File: config.mk
export PLATFORM = sky130hd
export DESIGN_NAME = hand_accumulator
export DESIGN_NICKNAME = d
export VERILOG_FILES = /design/src/rtl/hand_pkg.sv /design/src/rtl/hand_compare.sv /design/src/rtl/hand_accumulator.sv
export SDC_FILE = /design/constraint.sdc
export NUM_CORES = 1
export LEC_CHECK = 0
export CORE_MARGIN = 2
export CORE_UTILIZATION = 55
export CTS_BUF_LIST = sky130_fd_sc_hd__clkbuf_8 sky130_fd_sc_hd__clkbuf_16
export CTS_CLUSTER_SIZE = 24
export DETAILED_ROUTE_END_ITERATION = 7
export DONT_BUFFER_PORTS = 1
export MAX_ROUTING_LAYER = met4
export PLACE_DENSITY_LB_ADDON = 0.12
export SETUP_SLACK_MARGIN = 0.1
export SYNTH_ARGS = -nofsm -noshare
export SYNTH_HDL_FRONTEND = slang
export SYNTH_SLANG_ARGS = --single-unit
export TNS_END_PERCENT = 10
File: constraint.sdc
create_clock -name slow_clock -period 3.8 [get_ports slow_clock]
set_input_delay 0.19 -clock slow_clock [delete_from_list [all_inputs] [get_ports slow_clock]]
set_output_delay 0.19 -clock slow_clock [all_outputs]
set_load 0.01 [all_outputs]
File: src/rtl/hand_pkg.sv
// Shared types, constants and card-point decode for the baccarat hand scorer.
package hand_pkg;

  typedef logic [3:0] card_t;
  typedef logic [3:0] score_t;

  localparam card_t       CARD_MIN = 4'd1;
  localparam card_t       CARD_MAX = 4'd13;
  localparam int unsigned MOD      = 10;
  // Worst-case score + points is 9 + 9 = 18, which needs 5 bits.
  localparam int unsigned SUM_W    = 5;

  // Baccarat points: Ace..9 count face value, 10..King count zero.
  function automatic score_t card_points(input card_t c);
    score_t p;
    if (c >= CARD_MIN && c <= 4'd9) p = score_t'(c);
    else                            p = '0;
    return p;
  endfunction

endpackage

File: src/rtl/hand_compare.sv
// Combinational leader search over packed 4-bit hand scores.
//   scores   : hand h score at [4h+3:4h]
//   leader_c : lowest index among the hands holding the maximum score
//   tie_c    : two or more hands share the maximum score
module hand_compare
  import hand_pkg::*;
#(
  parameter  int unsigned NUM_HANDS = 2,
  localparam int unsigned HW        = $clog2(NUM_HANDS)
) (
  input  logic [NUM_HANDS*4-1:0] scores,
  output logic [HW-1:0]          leader_c,
  output logic                   tie_c
);

  score_t max_s;

  // Strict '>' keeps the lowest index on equal scores; any other hand at max is a tie.
  always_comb begin
    max_s    = scores[3:0];
    leader_c = '0;
    tie_c    = 1'b0;
    for (int unsigned h = 1; h < NUM_HANDS; h++) begin
      if (scores[4*h +: 4] > max_s) begin
        max_s    = scores[4*h +: 4];
        leader_c = HW'(h);
      end
    end
    for (int unsigned h = 0; h < NUM_HANDS; h++) begin
      if (scores[4*h +: 4] == max_s && HW'(h) != leader_c) tie_c = 1'b1;
    end
  end

endmodule

File: src/rtl/hand_accumulator.sv
// Multi-hand baccarat scorer: takes one card per cycle, keeps per-hand mod-10
// score and card count, and registers the leading hand and tie status.
//   slow_clock : clock, all state on rising edge
//   resetb     : synchronous active-low reset
//   clear      : start a new round (zeroes hands and err; beats a same-cycle card)
//   card_valid : a card is presented this cycle
//   card_hand  : target hand index
//   card       : card code, 1 = Ace .. 13 = King
//   card_ack   : combinational, card accepted this cycle
//   score      : packed mod-10 scores, hand h at [4h+3:4h]
//   count      : packed card counts, hand h at [CW*h+CW-1:CW*h]
//   full       : hand holds MAX_CARDS cards
//   natural    : hand holds two cards scoring 8 or 9
//   leader     : registered index of highest-scoring hand (lowest index on ties)
//   tie        : registered, two or more hands share the highest score
//   err        : sticky, a presented card was rejected
module hand_accumulator
  import hand_pkg::*;
#(
  parameter  int unsigned NUM_HANDS = 2,
  parameter  int unsigned MAX_CARDS = 3,
  localparam int unsigned HW        = $clog2(NUM_HANDS),
  localparam int unsigned CW        = $clog2(MAX_CARDS + 1)
) (
  input  logic                      slow_clock,
  input  logic                      resetb,
  input  logic                      clear,
  input  logic                      card_valid,
  input  logic [HW-1:0]             card_hand,
  input  logic [3:0]                card,
  output logic                      card_ack,
  output logic [NUM_HANDS*4-1:0]    score,
  output logic [NUM_HANDS*CW-1:0]   count,
  output logic [NUM_HANDS-1:0]      full,
  output logic [NUM_HANDS-1:0]      natural,
  output logic [HW-1:0]             leader,
  output logic                      tie,
  output logic                      err
);

  score_t              score_q [NUM_HANDS];
  logic [CW-1:0]       count_q [NUM_HANDS];
  logic [NUM_HANDS-1:0] hit;
  logic                card_ok;
  logic                room;
  score_t              sel_score;
  score_t              pts;
  logic [SUM_W-1:0]    sum;
  score_t              score_nxt;
  logic [HW-1:0]       leader_c;
  logic                tie_c;

  // Target-hand decode; an out-of-range index matches no hand and so has no room.
  always_comb begin
    hit = '0;
    for (int unsigned h = 0; h < NUM_HANDS; h++) hit[h] = (card_hand == HW'(h));
    card_ok  = (card >= CARD_MIN) && (card <= CARD_MAX);
    room     = |(hit & ~full);
    card_ack = card_valid & ~clear & card_ok & room;
  end

  // One shared adder: only the targeted hand can change in a given cycle.
  always_comb begin
    sel_score = '0;
    for (int unsigned h = 0; h < NUM_HANDS; h++) begin
      if (hit[h]) sel_score = score_q[h];
    end
    pts       = card_points(card);
    sum       = SUM_W'(sel_score) + SUM_W'(pts);
    score_nxt = (sum >= SUM_W'(MOD)) ? score_t'(sum - SUM_W'(MOD)) : score_t'(sum);
  end

  // Flatten per-hand registers and decode status flags.
  always_comb begin
    score   = '0;
    count   = '0;
    full    = '0;
    natural = '0;
    for (int unsigned h = 0; h < NUM_HANDS; h++) begin
      score[4*h +: 4]   = score_q[h];
      count[CW*h +: CW] = count_q[h];
      full[h]           = (count_q[h] == CW'(MAX_CARDS));
      natural[h]        = (count_q[h] == CW'(2)) && (score_q[h] >= score_t'(8));
    end
  end

  hand_compare #(
    .NUM_HANDS (NUM_HANDS)
  ) u_compare (
    .scores   (score),
    .leader_c (leader_c),
    .tie_c    (tie_c)
  );

  // Hand state, sticky error and the one-stage comparator pipeline.
  always_ff @(posedge slow_clock) begin
    if (!resetb) begin
      for (int unsigned h = 0; h < NUM_HANDS; h++) begin
        score_q[h] <= '0;
        count_q[h] <= '0;
      end
      err    <= 1'b0;
      leader <= '0;
      tie    <= 1'b1;
    end else begin
      leader <= leader_c;
      tie    <= tie_c;
      if (clear) begin
        for (int unsigned h = 0; h < NUM_HANDS; h++) begin
          score_q[h] <= '0;
          count_q[h] <= '0;
        end
        err <= 1'b0;
      end else begin
        if (card_ack) begin
          for (int unsigned h = 0; h < NUM_HANDS; h++) begin
            if (hit[h]) begin
              score_q[h] <= score_nxt;
              count_q[h] <= count_q[h] + CW'(1);
            end
          end
        end
        if (card_valid && !card_ack) err <= 1'b1;
      end
    end
  end

endmodule

### After elaboration in Yosys (flattened, before gate mapping)

Memories as Yosys holds them, arrays and structs flattened.
Index checks and enable logic that the tools add are counted.

| operators by class | value |
|---|---|
| add/sub/neg operators | 4 |
| magnitude comparators | 7 |
| equal/unequal tests | 6 |
| mux-type cells | 28 |
| bitwise operators | 17 |
| reduce and logical (&&, ||, !) cells | 11 |

Operators with widths:

| kind | count |
|---|---|
| $mux W4 | 8 |
| $mux W1 | 16 |
| $eq A2 B2 Y1 const B | 4 |
| $eq A4 B4 Y1 | 2 |
| $ge A4 B4 Y1 const B | 2 |
| $le A4 B4 Y1 const B | 2 |
| $mux W2 | 4 |
| $or A1 B1 Y1 | 8 |
| $logic_and A1 B1 Y1 | 7 |
| $reduce_or A2 Y1 | 3 |
| $add A4 B4 Y5 | 1 |
| $ge A5 B4 Y1 const B | 1 |
| $add A2 B1 Y2 const B | 2 |
| $ge A4 B1 Y1 const B | 1 |
| $gt A4 B4 Y1 | 1 |
| $not A1 Y1 | 4 |
| $sub A4 B4 Y4 const B | 1 |
| $and A1 B1 Y1 | 3 |
| $and A2 B2 Y2 | 1 |
| $not A2 Y2 | 1 |
| $logic_not A1 Y1 | 1 |

| storage, ports and cells | value |
|---|---|
| bits in registers | 3 |
| memory bits (writable) | 12 |
| bits of input ports | 9 |
| output and inout bits | 20 |
| word-level logic and storage cells | 78 |
| memories | 2 |

Memories:

| name | depth | width | rd ports | clocked after memory_dff | wr ports | RTL line | source |
|---|---|---|---|---|---|---|---|
| score_q | 2 | 4 | 2 | 0 | 2 | hand_accumulator.sv:41 | `score_t score_q [NUM_HANDS];` |
| count_q | 2 | 2 | 2 | 0 | 2 | hand_accumulator.sv:42 | `logic [CW-1:0] count_q [NUM_HANDS];` |

### Depth between registers and ports, before layout

| depth | value |
|---|---|
| depth after elaboration | 10 |
| mapped depth | 11 |
| depth with buffers taken out | 11 |

### Modules after synthesis

From an unflattened synthesis, not the netlist that was laid out.

| unflattened totals | value |
|---|---|
| cell total of the unflattened synthesis | 102 |
| area, all modules | 1079.8 sq um |

Modules (own cells, without submodules):

| module | instances | cells an instance | area each (sq um) | seq. area each (sq um) |
|---|---|---|---|---|
| hand_accumulator | 1 | 83 | 935.9 | 420.4 |
| hand_compare | 1 | 19 | 143.9 | 0.0 |

### Least setup slack after synthesis

No wires, ideal clock.

| path | value |
|---|---|
| kind | register -> register |
| start | memory score_q[0][0] (netlist bit) |
| end | memory score_q[0][2] (netlist bit), data pin |
| setup time | 0.186 ns |
| data arrival time | 2.654 ns |
| data required time | 3.614 ns |
| slack | 0.960 ns |
| cell stages (with the launch flop) | 11 |
| buffers on the path | 0 |
| clock period less this slack | 2.840 ns |
| cells stage by stage | edfxtp_1 -> mux2_2 -> ha_1 -> fa_1 -> xnor2_2 -> ha_1 -> inv_1 -> a31oi_1 -> o21a_1 -> or4_1 -> o31ai_1 |

RTL lines:

| element | RTL line |
|---|---|
| start, declared | hand_accumulator.sv:41 |

==> impl_metrics.json <==
{
  "gr-total-overflow": 0,
  "clk_path_buf_depth": 2,
  "synth-simple-area-share": 0.189,
  "slowest_delay_ns": 0.53,
  "endpoint_kind": "register",
  "place.gp.congestion": 0.834,
  "initial_core_util": 0.597,
  "vdd_ir_drop_max_v": 0.000366,
  "max_freq_ghz": 0.322,
  "setup_viol": 0,
  "wl_per_cell_microns": 15.9,
  "netlist_instances": 106,
  "ys.warnings.count": 0,
  "cp_slowest_cell": "or4_1",
  "drc_errors": 0,
  "ctsHoldBuffers": 0,
  "cts_resized": 0,
  "cts-root-buf": "clkbuf_8",
  "synth-compound-area-share": 0.120,
  "synth_seq_cells": 15,
  "post-route-min-period_ns": 3.11,
  "postRouteWirelength_microns": 2110,
  "tightest_slew_ns": 0.951,
  "n_antenna_cell": 0,
  "final_common_cell": "ha_1",
  "cellPowerDensity_nw_per_um2": 394,
  "path_clk_slew_ns": 0.06,
  "drv_cap": 0,
  "worstPathCellList": "mux2_2 -> ha_1 -> fa_1 -> xnor2_2 -> ha_1 -> inv_1 -> a31oi_1 -> o21a_1 -> or4_1 -> o31ai_1",
  "synth_fa_ha_area_frac": 0.172,
  "slew_headroom": 0.361,
  "multi_input_area_sq_um": 584,
  "num-fill-cells": 155,
  "ys_seq_area_frac": 0.395,
  "yosysTopAreaCellShare": 0.338,
  "hold_viol": 0,
  "first_iter_violations": 14,
  "syn-num-nets": 129,
  "worstSetupStartpointType": "register",
  "layout-drive-gt1-share": 0.0648,
  "cp_num_buf_inv": 1,
  "cts_setup_buffers": 0,
  "synth_cell_types": 32,
  "synth_edf_count": 12,
  "numCtsBuffers": 3,
  "seq_area_sq_um": 420,
  "synthMuxAreaShare": 0.0200,
  "ys.flop_type": "edfxtp_1",
  "syn-cell-area_sq_um": 1060,
  "top_level_ports": 29,
  "via_per_inst": 5.92,
  "synth-async-reset-ratio": 0,
  "dp_hpwl_microns": 1730,
  "grt_antenna_before_repair": 0,
  "finalNetCount": 132,
  "cts_tree": "done",
  "required_ns": 3.86,
  "fin_worst_skew_ns": 0.00131,
  "fp.dieH_microns": 48,
  "area_delta_synth_final_pct": 5.41,
  "vias": 788,
  "total_power_w": 0.000442,
  "avgSynthCellArea_sq_um": 10.0,
  "rsz0062_at_grt": "no",
  "power.leakage_nw": 0.504,
  "drt_pass1_iterations": 4,
  "grt_pass1_wl_microns": 3160,
  "fin_tns_setup_ns": 0,
  "crit_family": "adder cells",
  "hp-class": "input pin to register",
  "fin_crit_sh": 0.818,
  "cts.sinks": 15,
  "die-area_sq_um": 2300,
  "synth_xor_xnor_area_share": 0.0482,
  "slew_violations": 0,
  "synth_top_family_by_area": "simple AND/OR/NAND/NOR gates",
  "reg2reg_setup_slack_ns": 0.69,
  "clk_latency_ns": 0.25,
  "arrival_ns": 3.17,
  "path_max_fanout": 4,
  "status": "finished, final reports clean",
  "drtAntennaViolNets": 0,
  "holdWs_ns": 0.00718,
  "grt_max_degree": 11,
  "rows": 15,
  "grt_pass1_vias": 714,
  "crit_type": "register to register",
  "die_x_microns": 48,
  "yosys.area.top_type": "edfxtp_1",
  "portBuffers": 0,
  "synthTopCellsByArea": "edfxtp_1 34%, ha_1 15%, dfxtp_1 5.6%",
  "grtUsageTotal": 0.217,
  "cp_common_cell": "ha_1",
  "htreeDepth": 1,
  "core-area_sq_um": 1780,
  "mostFrequentLayoutCells": "13 x ha_1, 12 x edfxtp_1, 11 x nor2_1, 10 x inv_1, 7 x o21ai_0"
}
==> worst register-to-register path, stage by stage (launching register included) <==
cell and delay (ns):
edfxtp_1 0.48, mux2_2 0.31, ha_1 0.23, fa_1 0.44, xnor2_2 0.20, ha_1 0.24
inv_1 0.10, a31oi_1 0.07, o21a_1 0.23, or4_1 0.53, o31ai_1 0.10
==> cells in the mapped netlist, drive strengths merged, types with 2 or more instances <==
| master | n |
|---|---|
| nor2 | 11 |
| xor2 | 4 |
| and3 | 2 |
| nor3 | 2 |
| inv | 10 |
| buf | 2 |
| and2 | 3 |
| nand4 | 2 |
| nand3 | 2 |
| nand2 | 4 |
| a211oi | 2 |
| edfxtp | 12 |
| o31ai | 2 |
| nand2b | 3 |
| or4 | 2 |
| o21ai | 7 |
| ha | 13 |
| a21oi | 5 |
| o21a | 2 |
| dfxtp | 3 |
| nor2b | 3 |
==> state kept, by name, indices dropped and copies added (netlist names) <==
signal / count
tie: 1
count_q: 4
score_q: 8
leader: 1
err: 1
==> stage by stage <==
step | utilization | area, sq um | std cells | setup slack (ns)
CTS | 0.629 | 1120 | 133 | 0.706
finish | 0.629 | 1120 | 133 | 0.690
detailed placement | 0.602 | 1070 | 129 | 0.725
floorplan | - | 1060 | 106 | 0.960
global route | 0.629 | 1120 | 133 | 0.522
global placement | 0.602 | 1070 | 129 | 0.864
==> report_power, final <==
| group | switching, W | total (W) | leakage, nW | internal [W] |
|---|---|---|---|---|
| sequential | 0.0000205 | 0.000214 | 0.160 | 0.000193 |
| combinational | 0.0000562 | 0.0000976 | 0.322 | 0.0000414 |
| clock | 0.0000567 | 0.000130 | 0.0217 | 0.0000736 |
==> metal layers <==
metal | part of all wire | global-route usage | up-vias | wire length (microns)
met5 | 0 | - | - | 0
met4 | 0.0047 | 0.0649 | 0 | 10
met3 | 0.064 | 0.0642 | 2 | 136
met2 | 0.50 | 0.368 | 28 | 1060
met1 | 0.43 | 0.246 | 377 | 903
li1 | - | - | 381 | -
==> final timing paths <==
check                              startpoint             to  cells after the start
worst max-delay path            score_q[0][4]  score_q[0][6]                     10
worst min-delay path                   resetb            tie                      1
worst max register to register  score_q[0][4]  score_q[0][6]                     10
worst min register to register            err            err                      2
==> area by class of cell <==
cell class                      instances  share of cell area
Tap cell                               25              0.0279
Clock buffer                            3              0.0368
Clock inverter                          1             0.00669
Sequential cell                        15               0.375
Inverter                               10              0.0334
Multi-Input combinational cell         79               0.521
==> cells by family (layout without fill, tap and decap cells) <==
logic type | Yosys count | in the layout
simple gates | 37 | 37
fa+ha+maj | 14 | 14
mux | 2 | 2
compound gates | 21 | 21
buf+inv | 12 | 14
xor+xnor | 5 | 5
flops | 15 | 15
(Power assumes the default switching activity.)
